==> config.mk <==
export PLATFORM = sky130hd
export DESIGN_NAME = mem_rdata_router_flat
export DESIGN_NICKNAME = d
export VERILOG_FILES = /design/src/rtl/mem_rdata_router_pkg.sv /design/src/rtl/mem_rdata_router_if.sv /design/src/rtl/mem_rdata_router_ld_extend.sv /design/src/rtl/mem_rdata_router.sv /design/src/flat_wrapper.sv
export SDC_FILE = /design/constraint.sdc
export NUM_CORES = 1
export LEC_CHECK = 0
export CORE_ASPECT_RATIO = 1.4
export CORE_MARGIN = 8
export CORE_UTILIZATION = 25
export CTS_CLUSTER_SIZE = 40
export DETAILED_ROUTE_END_ITERATION = 6
export GPL_TIMING_DRIVEN = 0
export PLACE_DENSITY = 0.49
export SLEW_MARGIN = 10
export SYNTH_ARGS = -nofsm -noshare
export SYNTH_HDL_FRONTEND = slang
export SYNTH_HIERARCHICAL = 1
export SYNTH_SLANG_ARGS = --single-unit
==> constraint.sdc <==
create_clock -name clk -period 2.1 [get_ports clk]
set_input_delay 0.42 -clock clk [delete_from_list [all_inputs] [get_ports clk]]
set_output_delay 0.42 -clock clk [all_outputs]
set_load 0.05 [all_outputs]
==> src/rtl/mem_rdata_router_pkg.sv <==
// Shared definitions for the RAM read-data router: FSM states, load-mode
// codes and the default datapath word width.
package mem_rdata_router_pkg;

  localparam int DATA_W_DEF = 16;

  typedef enum logic [1:0] {
    ST_IDLE    = 2'd0,
    ST_FETCH_W = 2'd1,
    ST_LOAD_W  = 2'd2
  } state_e;

  // Load-mode codes; 2'b11 is reserved and behaves as a word load.
  localparam logic [1:0] LD_WORD = 2'b00;
  localparam logic [1:0] LD_BU   = 2'b01;
  localparam logic [1:0] LD_BS   = 2'b10;

endpackage

==> src/rtl/mem_rdata_router_if.sv <==
// Core-side request/response bundle and RAM read-port signals for
// mem_rdata_router. master = core/RAM side, slave = the router.
interface mem_rdata_router_if
  import mem_rdata_router_pkg::*;
#(
  parameter int DATA_W = DATA_W_DEF
);
  logic              fetch_req;
  logic              load_req;
  logic [1:0]        ld_mode;
  logic              ld_hi;
  logic              mem_rd;
  logic              mem_valid;
  logic [DATA_W-1:0] ram_out;
  logic [DATA_W-1:0] ir_out;
  logic [DATA_W-1:0] rd_out;
  logic              busy;
  logic              done;
  logic              tmo_err;

  modport master (
    output fetch_req, load_req, ld_mode, ld_hi, mem_valid, ram_out,
    input  mem_rd, ir_out, rd_out, busy, done, tmo_err
  );

  modport slave (
    input  fetch_req, load_req, ld_mode, ld_hi, mem_valid, ram_out,
    output mem_rd, ir_out, rd_out, busy, done, tmo_err
  );
endinterface

==> src/rtl/mem_rdata_router_ld_extend.sv <==
// Combinational byte select and zero/sign extension for sub-word loads.
// The byte select picks between the two low byte lanes [7:0] and [15:8].
module mem_rdata_router_ld_extend
  import mem_rdata_router_pkg::*;
#(
  parameter int DATA_W = DATA_W_DEF
) (
  input  logic [DATA_W-1:0] data_i,
  input  logic [1:0]        mode_i,
  input  logic              hi_i,
  output logic [DATA_W-1:0] data_o
);

  logic [7:0] byte_sel;

  // Pick the byte lane, then widen it according to the load mode.
  always_comb begin
    byte_sel = hi_i ? data_i[15:8] : data_i[7:0];
    data_o   = data_i;
    case (mode_i)
      LD_BU:   data_o = {{(DATA_W-8){1'b0}}, byte_sel};
      LD_BS:   data_o = {{(DATA_W-8){byte_sel[7]}}, byte_sel};
      default: data_o = data_i;
    endcase
  end

endmodule

==> src/rtl/mem_rdata_router.sv <==
// Registered RAM read-data router: steers RAM read data into the instruction
// register (fetch) or the read-data register (load) under a request/valid
// handshake with wait states and an optional wait-state timeout.
module mem_rdata_router
  import mem_rdata_router_pkg::*;
#(
  parameter int DATA_W = DATA_W_DEF,
  parameter int TMO_W  = 4,
  parameter bit TMO_EN = 1'b1
) (
  input logic               clk,
  input logic               rst_n,
  mem_rdata_router_if.slave bus
);

  localparam logic [TMO_W-1:0] CNT_MAX = '1;

  state_e            state_q;
  logic [TMO_W-1:0]  cnt_q;
  logic [TMO_W-1:0]  cnt_sat;
  logic [1:0]        mode_q;
  logic              hi_q;
  logic [DATA_W-1:0] ir_q;
  logic [DATA_W-1:0] rd_q;
  logic              mem_rd_q;
  logic              busy_q;
  logic              done_q;
  logic              tmo_q;
  logic              tmo_hit;
  logic [DATA_W-1:0] ext_data;

  // Extension uses the mode/byte select captured when the load was accepted.
  mem_rdata_router_ld_extend #(.DATA_W(DATA_W)) u_ext (
    .data_i (bus.ram_out),
    .mode_i (mode_q),
    .hi_i   (hi_q),
    .data_o (ext_data)
  );

  // Wait counter saturates rather than wrapping. The timeout fires on the
  // wait cycle that brings the counter to all-ones, i.e. the (2**TMO_W-1)th
  // consecutive cycle without mem_valid.
  assign cnt_sat = (cnt_q == CNT_MAX) ? cnt_q : cnt_q + TMO_W'(1);
  assign tmo_hit = TMO_EN && (cnt_sat == CNT_MAX);

  // FSM, wait counter, capture registers and all registered outputs.
  always_ff @(posedge clk) begin
    if (!rst_n) begin
      state_q  <= ST_IDLE;
      cnt_q    <= '0;
      mode_q   <= LD_WORD;
      hi_q     <= 1'b0;
      ir_q     <= '0;
      rd_q     <= '0;
      mem_rd_q <= 1'b0;
      busy_q   <= 1'b0;
      done_q   <= 1'b0;
      tmo_q    <= 1'b0;
    end else begin
      done_q <= 1'b0;
      case (state_q)
        ST_IDLE: begin
          // Fetch has priority; a simultaneous load request is dropped.
          if (bus.fetch_req) begin
            state_q  <= ST_FETCH_W;
            mem_rd_q <= 1'b1;
            busy_q   <= 1'b1;
            cnt_q    <= '0;
            tmo_q    <= 1'b0;
          end else if (bus.load_req) begin
            state_q  <= ST_LOAD_W;
            mem_rd_q <= 1'b1;
            busy_q   <= 1'b1;
            cnt_q    <= '0;
            tmo_q    <= 1'b0;
            mode_q   <= bus.ld_mode;
            hi_q     <= bus.ld_hi;
          end
        end
        ST_FETCH_W, ST_LOAD_W: begin
          // Valid data beats a timeout landing in the same cycle.
          if (bus.mem_valid) begin
            if (state_q == ST_FETCH_W) ir_q <= bus.ram_out;
            else                       rd_q <= ext_data;
            done_q   <= 1'b1;
            state_q  <= ST_IDLE;
            mem_rd_q <= 1'b0;
            busy_q   <= 1'b0;
          end else if (tmo_hit) begin
            tmo_q    <= 1'b1;
            cnt_q    <= cnt_sat;
            state_q  <= ST_IDLE;
            mem_rd_q <= 1'b0;
            busy_q   <= 1'b0;
          end else begin
            cnt_q <= cnt_sat;
          end
        end
        default: begin
          state_q  <= ST_IDLE;
          mem_rd_q <= 1'b0;
          busy_q   <= 1'b0;
        end
      endcase
    end
  end

  assign bus.mem_rd  = mem_rd_q;
  assign bus.ir_out  = ir_q;
  assign bus.rd_out  = rd_q;
  assign bus.busy    = busy_q;
  assign bus.done    = done_q;
  assign bus.tmo_err = tmo_q;

endmodule
==> src/flat_wrapper.sv <==
// flat-port wrapper written by rule: the top's interface ports become plain ports
module mem_rdata_router_flat import mem_rdata_router_pkg::*;
#(
  parameter int DATA_W = DATA_W_DEF,
  parameter int TMO_W  = 4,
  parameter bit TMO_EN = 1'b1
)
  (clk, rst_n, bus_fetch_req, bus_load_req, bus_ld_mode, bus_ld_hi, bus_mem_valid, bus_ram_out, bus_mem_rd, bus_ir_out, bus_rd_out, bus_busy, bus_done, bus_tmo_err);
  mem_rdata_router_if #(.DATA_W(DATA_W)) bus_i ();
  input logic clk;
  input logic rst_n;
  input wire logic [$bits(bus_i.fetch_req)-1:0] bus_fetch_req;
  input wire logic [$bits(bus_i.load_req)-1:0] bus_load_req;
  input wire logic [$bits(bus_i.ld_mode)-1:0] bus_ld_mode;
  input wire logic [$bits(bus_i.ld_hi)-1:0] bus_ld_hi;
  input wire logic [$bits(bus_i.mem_valid)-1:0] bus_mem_valid;
  input wire logic [$bits(bus_i.ram_out)-1:0] bus_ram_out;
  output wire logic [$bits(bus_i.mem_rd)-1:0] bus_mem_rd;
  output wire logic [$bits(bus_i.ir_out)-1:0] bus_ir_out;
  output wire logic [$bits(bus_i.rd_out)-1:0] bus_rd_out;
  output wire logic [$bits(bus_i.busy)-1:0] bus_busy;
  output wire logic [$bits(bus_i.done)-1:0] bus_done;
  output wire logic [$bits(bus_i.tmo_err)-1:0] bus_tmo_err;
  assign bus_i.fetch_req = bus_fetch_req;
  assign bus_i.load_req = bus_load_req;
  assign bus_i.ld_mode = bus_ld_mode;
  assign bus_i.ld_hi = bus_ld_hi;
  assign bus_i.mem_valid = bus_mem_valid;
  assign bus_i.ram_out = bus_ram_out;
  assign bus_mem_rd = bus_i.mem_rd;
  assign bus_ir_out = bus_i.ir_out;
  assign bus_rd_out = bus_i.rd_out;
  assign bus_busy = bus_i.busy;
  assign bus_done = bus_i.done;
  assign bus_tmo_err = bus_i.tmo_err;
  mem_rdata_router #(.DATA_W(DATA_W), .TMO_W(TMO_W), .TMO_EN(TMO_EN)) u_core (.clk(clk), .rst_n(rst_n), .bus(bus_i));
endmodule
# After elaboration in Yosys (flattened, before gate mapping)
# Index checks and enable logic that the tools add are counted.
[word_totals]
regBits = 44
wordCells = 55
[classes]
n_addsub = 1
n_eq_ne = 10
n_mux = 23
bitwise = 2
n_reduce_logical = 10
[ops]
columns = ["op", "count"]
rows = [
  ["one-hot mux 16 bit (2 select lines)", 1],
  ["two-way mux 4 bit", 4],
  ["AND reduction 3 bit", 4],
  ["two-way mux 1 bit", 9],
  ["equality test 4 bit (second input constant)", 2],
  ["two-way mux 2 bit", 4],
  ["two-way mux 8 bit", 1],
  ["one-hot mux 4 bit (2 select lines)", 1],
  ["adder 4 x 1 -> 4 bit (second input constant)", 1],
  ["equality test 2 x 1 -> 1 bit (second input constant)", 2],
  ["equality test 2 bit (second input constant)", 2],
  ["one-hot mux 1 bit (2 select lines)", 2],
  ["one-hot mux 2 bit (2 select lines)", 1],
  ["AND reduction 2 bit", 2],
  ["AND reduction 4 bit", 1],
  ["!= test 3 x 2 -> 1 bit (second input constant)", 1],
  ["!= test 3 bit (second input constant)", 1],
  ["logical NOT 2 bit", 1],
  ["!= test 2 x 1 -> 1 bit (second input constant)", 1],
  ["!= test 2 bit (second input constant)", 1],
  ["inverter 1 bit", 2],
  ["nonzero test 2 bit", 1],
  ["OR reduction 2 bit", 1],
]

# Logic depth before layout (Yosys ltp)
# Gate-level depths: netlist of the first run.
[logic_depth]
ltp_word = 6
mapped_depth = 8
depth_no_buf = 7

# Cells and area by module
# The synthesis of the first run kept the hierarchy.
[by_module_without_submodules]
columns = ["mod", "n_inst", "cells_each", "area_per_inst_um2", "seq_area_each_um2"]
rows = [
  ["mem_rdata_router", 1, 212, 1735.4, 880.8],
  ["mem_rdata_router_ld_extend", 1, 52, 374.1, 0.0],
]

# Worst setup path before layout of the first run
# No wires, ideal clock.
[synth_timing]
path_kind = "register to register"
startpoint = "reg u_core.state_q[0]"
endpoint = "reg u_core.rd_q[10] (netlist: u_core/bus.rd_out[10])"
setup_time_ps = 132
t_arrival_ps = 1489
required_time_ps = 1968
slack_ps = 478
path_stages_with_launch = 9
period_less_slack_ps = 1622
path_cell_list = "dfxtp_1 inv_1 ha_1 nand2_1 or2_2 clkbuf_1 buf_2 nand2_1 a21oi_1"
[synth_via]
elab_chain_len = 3
elab_cells_between_ends = 5
[synth_rtl]
columns = ["item", "line_no", "rtl"]
rows = [
  ["start, declared", "mem_rdata_router.sv:18", "state_e state_q;"],
  ["start signal, assigned", "mem_rdata_router.sv:49", "state_q <= ST_IDLE;"],
  ["start signal, assigned", "mem_rdata_router.sv:65", "state_q <= ST_FETCH_W;"],
  ["start signal, assigned", "mem_rdata_router.sv:71", "state_q <= ST_LOAD_W;"],
  ["equality test 2 bit or equality test 2 x 1 -> 1 bit (tied branches)", "mem_rdata_router.sv:61, mem_rdata_router.sv:83", ""],
  ["OR reduction 2 bit or inverter 1 bit (tied branches)", "--", ""],
  ["AND reduction 3 bit (no source line) (*)", "--", ""],
  ["end signal, assigned", "mem_rdata_router.sv:84", "else rd_q <= ext_data;"],
  ["end, declared", "mem_rdata_router.sv:24", "logic [DATA_W-1:0] rd_q;"],
]
# Mark *: on every way between the ends. The rest lies on a longest branch, timed or not.
# A chain may end at the register's enable or synchronous reset.

==> results of run 1 <==
==> per-layer routing <==
metal / up-vias / GRT usage (%)
li1: 1016 / -
met1: 933 / 11.84
met2: 48 / 19.36
met3: 7 / 2.955
met4: 0 / 3.655
met5: - / 0
==> placed cells by master (no fill, tap or decap), drive strengths merged <==
master,n
nand2,83
clkdlybuf4s50,59
dfxtp,44
a21oi,35
mux2i,12
clkbuf,11
buf,10
o21ai,9
nor2,7
a21o,7
nor2b,7
inv,6
ha,5
nand3,4
nand2b,4
o211ai,2
a41oi,2
o22ai,2
nand4,2
nand4bb,2
nor3b,2
and2,2
bufinv,1
or3b,1
and2b,1
dlygate4sd1,1
nand3b,1
or2,1
a32o,1
a41o,1
and3,1
o221a,1
nor3,1
o21a,1
a22o,1
==> registers in the layout, summed over array words and instances, names as in the netlist <==
name and count:
u_core/bus.busy 1, u_core/bus.done 1, u_core/bus.ir_out 16, u_core/bus.rd_out 16, u_core/bus.tmo_err 1, u_core/cnt_q 4, u_core/hi_q 1, u_core/mode_q 2
u_core/state_q 2
==> through the flow <==
| step | std cells | hold slack (ps) | TNS (ps) | instance area [um^2] |
|---|---|---|---|---|
| 4_1_cts | 433 | 456.1 | 0 | 3010 |
| 5_1_grt | 432 | 465.4 | 0 | 3007 |
| 2_1_floorplan | 264 | 455.4 | 0 | 2110 |
| 3_5_place_dp | 425 | 447.5 | -202.3 | 2828 |
| 3_3_place_gp | 425 | 442.2 | -100.9 | 2828 |
| 6_report | 432 | 454.1 | 0 | 3007 |
==> power groups by stage <==
stage	Clock, mW	Combinational, mW	Sequential [mW]
3_3_place_gp	0	0.698	0.945
3_5_place_dp	0	0.701	0.946
4_1_cts	0.964	0.703	0.928
5_1_grt	1.01	0.744	0.934
6_report	0.934	0.692	0.926
2_1_floorplan	0	0.311	1.09
==> layout make-up <==
class | count | area (um^2)
clock buffer | 7 | 152.6
multi-input combinational | 198 | 1110
timing repair buffer | 59 | 590.6
buffer | 15 | 92.59
inverter | 6 | 22.52
tap | 102 | 127.6
sequential | 44 | 880.8
clock inverter | 1 | 30.03
fill | 889 | 5191
==> synthesized netlist by cell type (all sizes together) <==
cell type	number	share of area, %
nand2	83	15
dfxtp	44	42
a21oi	35	8.8
mux2i	12	5.7
buf	10	3.3
o21ai	9	2.3
a21o	7	2.5
nor2	7	1.2
nor2b	7	2.1
inv	6	1.1
clkbuf	5	0.89
ha	5	3.0
nand2b	4	1.5
nand3	4	0.95
a41oi	2	0.83
and2	2	0.71
nand4	2	0.59
nand4bb	2	1.1
nor3b	2	0.71
o211ai	2	0.71
o22ai	2	0.59
a22o	1	0.42
a32o	1	0.47
a41o	1	0.47
and2b	1	0.42
and3	1	0.30
dlygate4sd1	1	0.42
nand3b	1	0.36
nor3	1	0.24
o21a	1	0.36
o221a	1	0.53
or2	1	0.30
or3b	1	0.53
==> logic make-up after synthesis <==
group,count (synthesis)
multiplexers,12
adder cells (fa/ha/maj),5
AO/OA/AOI/OAI,62
buffers and inverters,22
AND/OR/NAND/NOR,119
flip-flops,44
==> worst max-delay path, delay by kind of cell, from the launching register on <==
family	cells	cell delay, ps
flops	1	360
buf+inv	2	910
==> path summary, 6_finish.rpt <==
check                                           from                    to  cells past startpoint
worst max register to register     u_core/state_q[0]  u_core/bus.rd_out[6]                      7
worst max-delay path                 u_core/bus.busy            bus_mem_rd                      2
worst min register to register  u_core/bus.rd_out[8]  u_core/bus.rd_out[8]                      2
worst min-delay path            u_core/bus.rd_out[8]  u_core/bus.rd_out[8]                      2
==> impl_metrics.env, run 1 <==
export IMPL_power_leakage_nw=1.119
export IMPL_start_util_pct=25.73
export IMPL_slowest_delay_ps=790
export IMPL_p_switching_uw=770.2
export IMPL_post_cts_buffers=0
export IMPL_post_drt_wl_per_cell_um=14.55
export IMPL_status="finished, final reports clean"
export IMPL_synthMuxAreaShare_pct=5.694
export IMPL_ctsHoldBuffers=0
export IMPL_cp_start_kind="flop"
export IMPL_power_total_mw=2.552
export IMPL_worst_hold_path_type="reg -> reg"
export IMPL_synth_seq_cells=44
export IMPL_routed_top_layer="met4"
export IMPL_grt_pass1_vias=2010
export IMPL_comb_power_share_pct=27.1
export IMPL_grt_pass1_wl_mm=10.05
export IMPL_final_hold_violation_count=0
export IMPL_internal_power_mw=1.782
export IMPL_path_cells="buf_4 > clkdlybuf4s50_1"
export IMPL_wl_mm=6.286
export IMPL_yosysWarnings=6
export IMPL_cts_sinks=44
export IMPL_ff2ff_setup_slack_ps=260
export IMPL_synth_seq_area_share_pct=41.76
export IMPL_die_h_um=124.7
export IMPL_final_nets=358
export IMPL_cp_arrival_ps=1550
export IMPL_crit_required_ps=1680
export IMPL_rsz0062_at_grt="false"
export IMPL_core_area_mm2=0.008198
export IMPL_track_usage_pct=10.86
export IMPL_hpwl_mm=4.943
export IMPL_drc=0
export IMPL_via_per_inst=4.639
export IMPL_drv_slew=0
export IMPL_antenna_found_initial=0
export IMPL_worst_slack_ps=133.6
export IMPL_seqPwrFrac_pct=36.3
export IMPL_syn_inst=264
export IMPL_synth_top_family_by_area="simple AND/OR/NAND/NOR gates"
export IMPL_dp_slack_ps=-30.30
export IMPL_min_period_ps=1966
export IMPL_synthSimpleGateAreaFrac_pct=25.92
export IMPL_synth_nets=293
export IMPL_htree_levels=2
export IMPL_synth_xor_area_share_pct=0
export IMPL_cellPowerDensity_mw_per_mm2=849.0
export IMPL_max_freq_ghz=0.5086
export IMPL_clock_root_buffer="clkbuf_16"
export IMPL_fp_dieW_um=93.64
export IMPL_vias=2004
export IMPL_grt_ovfl_total=0
export IMPL_clk_pin_slew_ps=60
export IMPL_io_buffers=59
export IMPL_syn2layout_area_growth_pct=42.53
export IMPL_firstDrtPassIters=4
export IMPL_synth_compound_area_share_pct=18.03
export IMPL_syn_area_per_cell_um2=7.991
export IMPL_cts_resized=0
export IMPL_num_rows=39
export IMPL_drive_gt1_share_pct=7.576
export IMPL_fin_worst_skew_ps=3.336
export IMPL_place_congestion=0.8622
export IMPL_cp_max_fo=3
export IMPL_swShare_pct=30.17
export IMPL_first_iter_violations=55
export IMPL_wl_met3_um=387
export IMPL_end_kind="output port"
export IMPL_pwr_share_clk_pct=36.6
export IMPL_cts_buffers_inserted=5
export IMPL_fin_crit_sh_pct=93.64
export IMPL_tritoncts="yes"
export IMPL_final_core_util_pct=36.68
export IMPL_worstSetupPathType="reg -> out"
export IMPL_clockBufferDepth=2
export IMPL_slew_headroom_pct=60.03
export IMPL_clock_latency_ps=280
export IMPL_dr_wl_met2_mm=3.204
export IMPL_worstMarginPinSlew_ps=597.4
export IMPL_ys_types=41
export IMPL_ir_worst_vdd_v=0.0003857
export IMPL_synth_fa_ha_area_share_pct=2.966
export IMPL_grt_max_degree=14
export IMPL_ant_nets=0
export IMPL_ios=60
export IMPL_synth_area_mm2=0.002110
export IMPL_diodes=0
export IMPL_wl_met1_mm=2.602
export IMPL_drv_cap=0
export IMPL_floorplan_die_area_mm2=0.01168
export IMPL_setup_viol=0
export IMPL_cp_slowest_cell="clkdlybuf4s50_1"
No activity file was read; power rests on OpenSTA's default activity.
==> run 2, diff against run 1 <==
--- a/config.mk
+++ b/config.mk
@@ -5,6 +5,7 @@
 export SDC_FILE = /design/constraint.sdc
 export NUM_CORES = 1
 export LEC_CHECK = 0
+export ABC_CLOCK_PERIOD_IN_PS = 2100
 export CORE_ASPECT_RATIO = 1.4
 export CORE_MARGIN = 8
 export CORE_UTILIZATION = 25
==> results of run 2 <==
No change in the layout: final DEF, timing and power equal those of run 1.
==> run 3, diff against run 2 <==
--- a/config.mk
+++ b/config.mk
@@ -7,7 +7,7 @@
 export LEC_CHECK = 0
 export ABC_CLOCK_PERIOD_IN_PS = 2100
 export CORE_ASPECT_RATIO = 1.4
-export CORE_MARGIN = 8
+export CORE_MARGIN = 1
 export CORE_UTILIZATION = 25
 export CTS_CLUSTER_SIZE = 40
 export DETAILED_ROUTE_END_ITERATION = 6
==> run 3 against run 2 <==
Effect of this change:
- final cell count rose by 0.23%
- routed wire length fell by 6.9%
- utilization fell by 0.15 points
- non-clock buffer count rose by 1
- global-route usage rose by 2.9 points
- combinational power barely moved
- critical path type unchanged
- critical endpoint unchanged
- largest cell class unchanged
- highest routed layer unchanged
==> impl_metrics.env, run 3 (synthesis results as in run 1) <==
export IMPL_ir_worst_vdd_v=0.0003413
export IMPL_end_kind="output port"
export IMPL_fin_worst_skew_ps=4.527
export IMPL_final_hold_violation_count=0
export IMPL_cts_resized=0
export IMPL_rsz0062_at_grt="false"
export IMPL_vias=1963
export IMPL_tritoncts="yes"
export IMPL_grt_pass1_wl_mm=9.280
export IMPL_worstMarginPinSlew_ps=593.6
export IMPL_post_drt_wl_per_cell_um=13.51
export IMPL_path_buf_inv=2
export IMPL_htree_levels=2
export IMPL_drv_cap=0
export IMPL_antenna_found_initial=0
export IMPL_final_nets=359
export IMPL_slew_headroom_pct=60.28
export IMPL_status="finished, final reports clean"
export IMPL_final_cell_mix="82 x nand2_1, 59 x clkdlybuf4s50_1, 44 x dfxtp_1, 34 x a21oi_1, 12 x mux2i_1"
export IMPL_drc=0
export IMPL_cts_sinks=44
export IMPL_power_leakage_nw=1.107
export IMPL_fin_cells=433
export IMPL_cts_buffers_inserted=5
export IMPL_grt_pass1_vias=1931
export IMPL_num_rows=39
export IMPL_syn2layout_area_growth_pct=41.10
export IMPL_cp_max_fo=3
export IMPL_worst_hold_path_type="reg -> reg"
export IMPL_grt_max_degree=14
export IMPL_via_per_inst=4.533
export IMPL_grt_ovfl_total=0
export IMPL_clock_root_buffer="clkbuf_16"
export IMPL_ant_nets=0
export IMPL_diodes=0
export IMPL_wl_mm=5.851
export IMPL_post_cts_buffers=0
export IMPL_slowest_delay_ps=790
export IMPL_floorplan_die_area_mm2=0.008815
export IMPL_ctsHoldBuffers=0
export IMPL_clock_latency_ps=280
export IMPL_hpwl_mm=4.538
export IMPL_drv_slew=0
export IMPL_cpLargestDelayFamily="buffers and inverters"
export IMPL_max_freq_ghz=0.5144
export IMPL_cellPowerDensity_mw_per_mm2=806.4
export IMPL_final_core_util_pct=36.53
export IMPL_drive_gt1_share_pct=7.553
export IMPL_min_period_ps=1944
export IMPL_crit_required_ps=1680
export IMPL_clockBufferDepth=2
export IMPL_ios=60
export IMPL_track_usage_pct=13.75
export IMPL_fp_dieW_um=79.64
export IMPL_worstSetupPathType="reg -> out"
export IMPL_cp_slowest_cell="clkdlybuf4s50_1"
export IMPL_firstDrtPassIters=4
export IMPL_start_util_pct=25.89
export IMPL_fin_crit_sh_pct=92.58
export IMPL_die_h_um=110.7
export IMPL_cp_start_kind="flop"
export IMPL_path_cells="buf_4 > clkdlybuf4s50_1"
export IMPL_layout_commonest_cell="nand2_1"
export IMPL_dp_cells=425
export IMPL_setup_viol=0
export IMPL_core_area_mm2=0.008149
export IMPL_clk_pin_slew_ps=60
export IMPL_first_iter_violations=66
export IMPL_io_buffers=59
export IMPL_place_congestion=0.8822
export IMPL_totalNegativeSetupSlack_ps=0
export IMPL_cp_arrival_ps=1520
[run 3: where the power goes]
| group | switching [mW] | internal [mW] |
|---|---|---|
| Sequential | 0.0353 | 0.891 |
| Clock | 0.315 | 0.469 |
| Combinational | 0.424 | 0.266 |
| Total | 0.774 | 1.63 |
[run 3: metrics by stage]
step           setup slack, ps  area, um^2  power (mW)  hold WS [ps]
2_1_floorplan            478.5        2110       1.404         455.4
3_3_place_gp            -4.900        2828       1.637         443.6
3_5_place_dp            -2.285        2828       1.640         447.5
4_1_cts                  135.0        2977       2.433         456.5
5_1_grt                  17.22        2977       2.519         471.6
6_report                 155.9        2977       2.400         451.8
[run 3: tightest hold or removal path, stage by stage (launching register included)]
cell	delay, ps
dfxtp_1	310
nand2_1	50
a21oi_1	50
[run 3: final timing paths]
path	from	to	slack [ps]	depth (start not counted)
min	u_core/bus.ir_out[7]	u_core/bus.ir_out[7]	450	2
max reg2reg	u_core/state_q[0]	u_core/bus.rd_out[14]	180	8
max	u_core/bus.busy	bus_mem_rd	160	2
min reg2reg	u_core/bus.ir_out[7]	u_core/bus.ir_out[7]	450	2
[run 3: metal layers]
layer / part of all wire, % / GRT usage, % / up-vias / wire length (um)
li1: - / - / 1020 / -
met3: 5.0 / 3.292 / 8 / 291
met1: 41 / 15.02 / 886 / 2417
met4: 1.8 / 4.485 / 0 / 103
met5: 0 / 0 / - / 0
met2: 52 / 25.19 / 49 / 3039
[run 3: cell type report]
cell class	count	area [um^2]
well taps	102	127.6
multi-input cells	198	1110
fillers	851	5172
plain buffers	16	96.34
clock inverters	2	10.01
inverters	6	22.52
clock buffers	6	138.9
repair buffers	59	590.6
flip-flops and latches	44	880.8
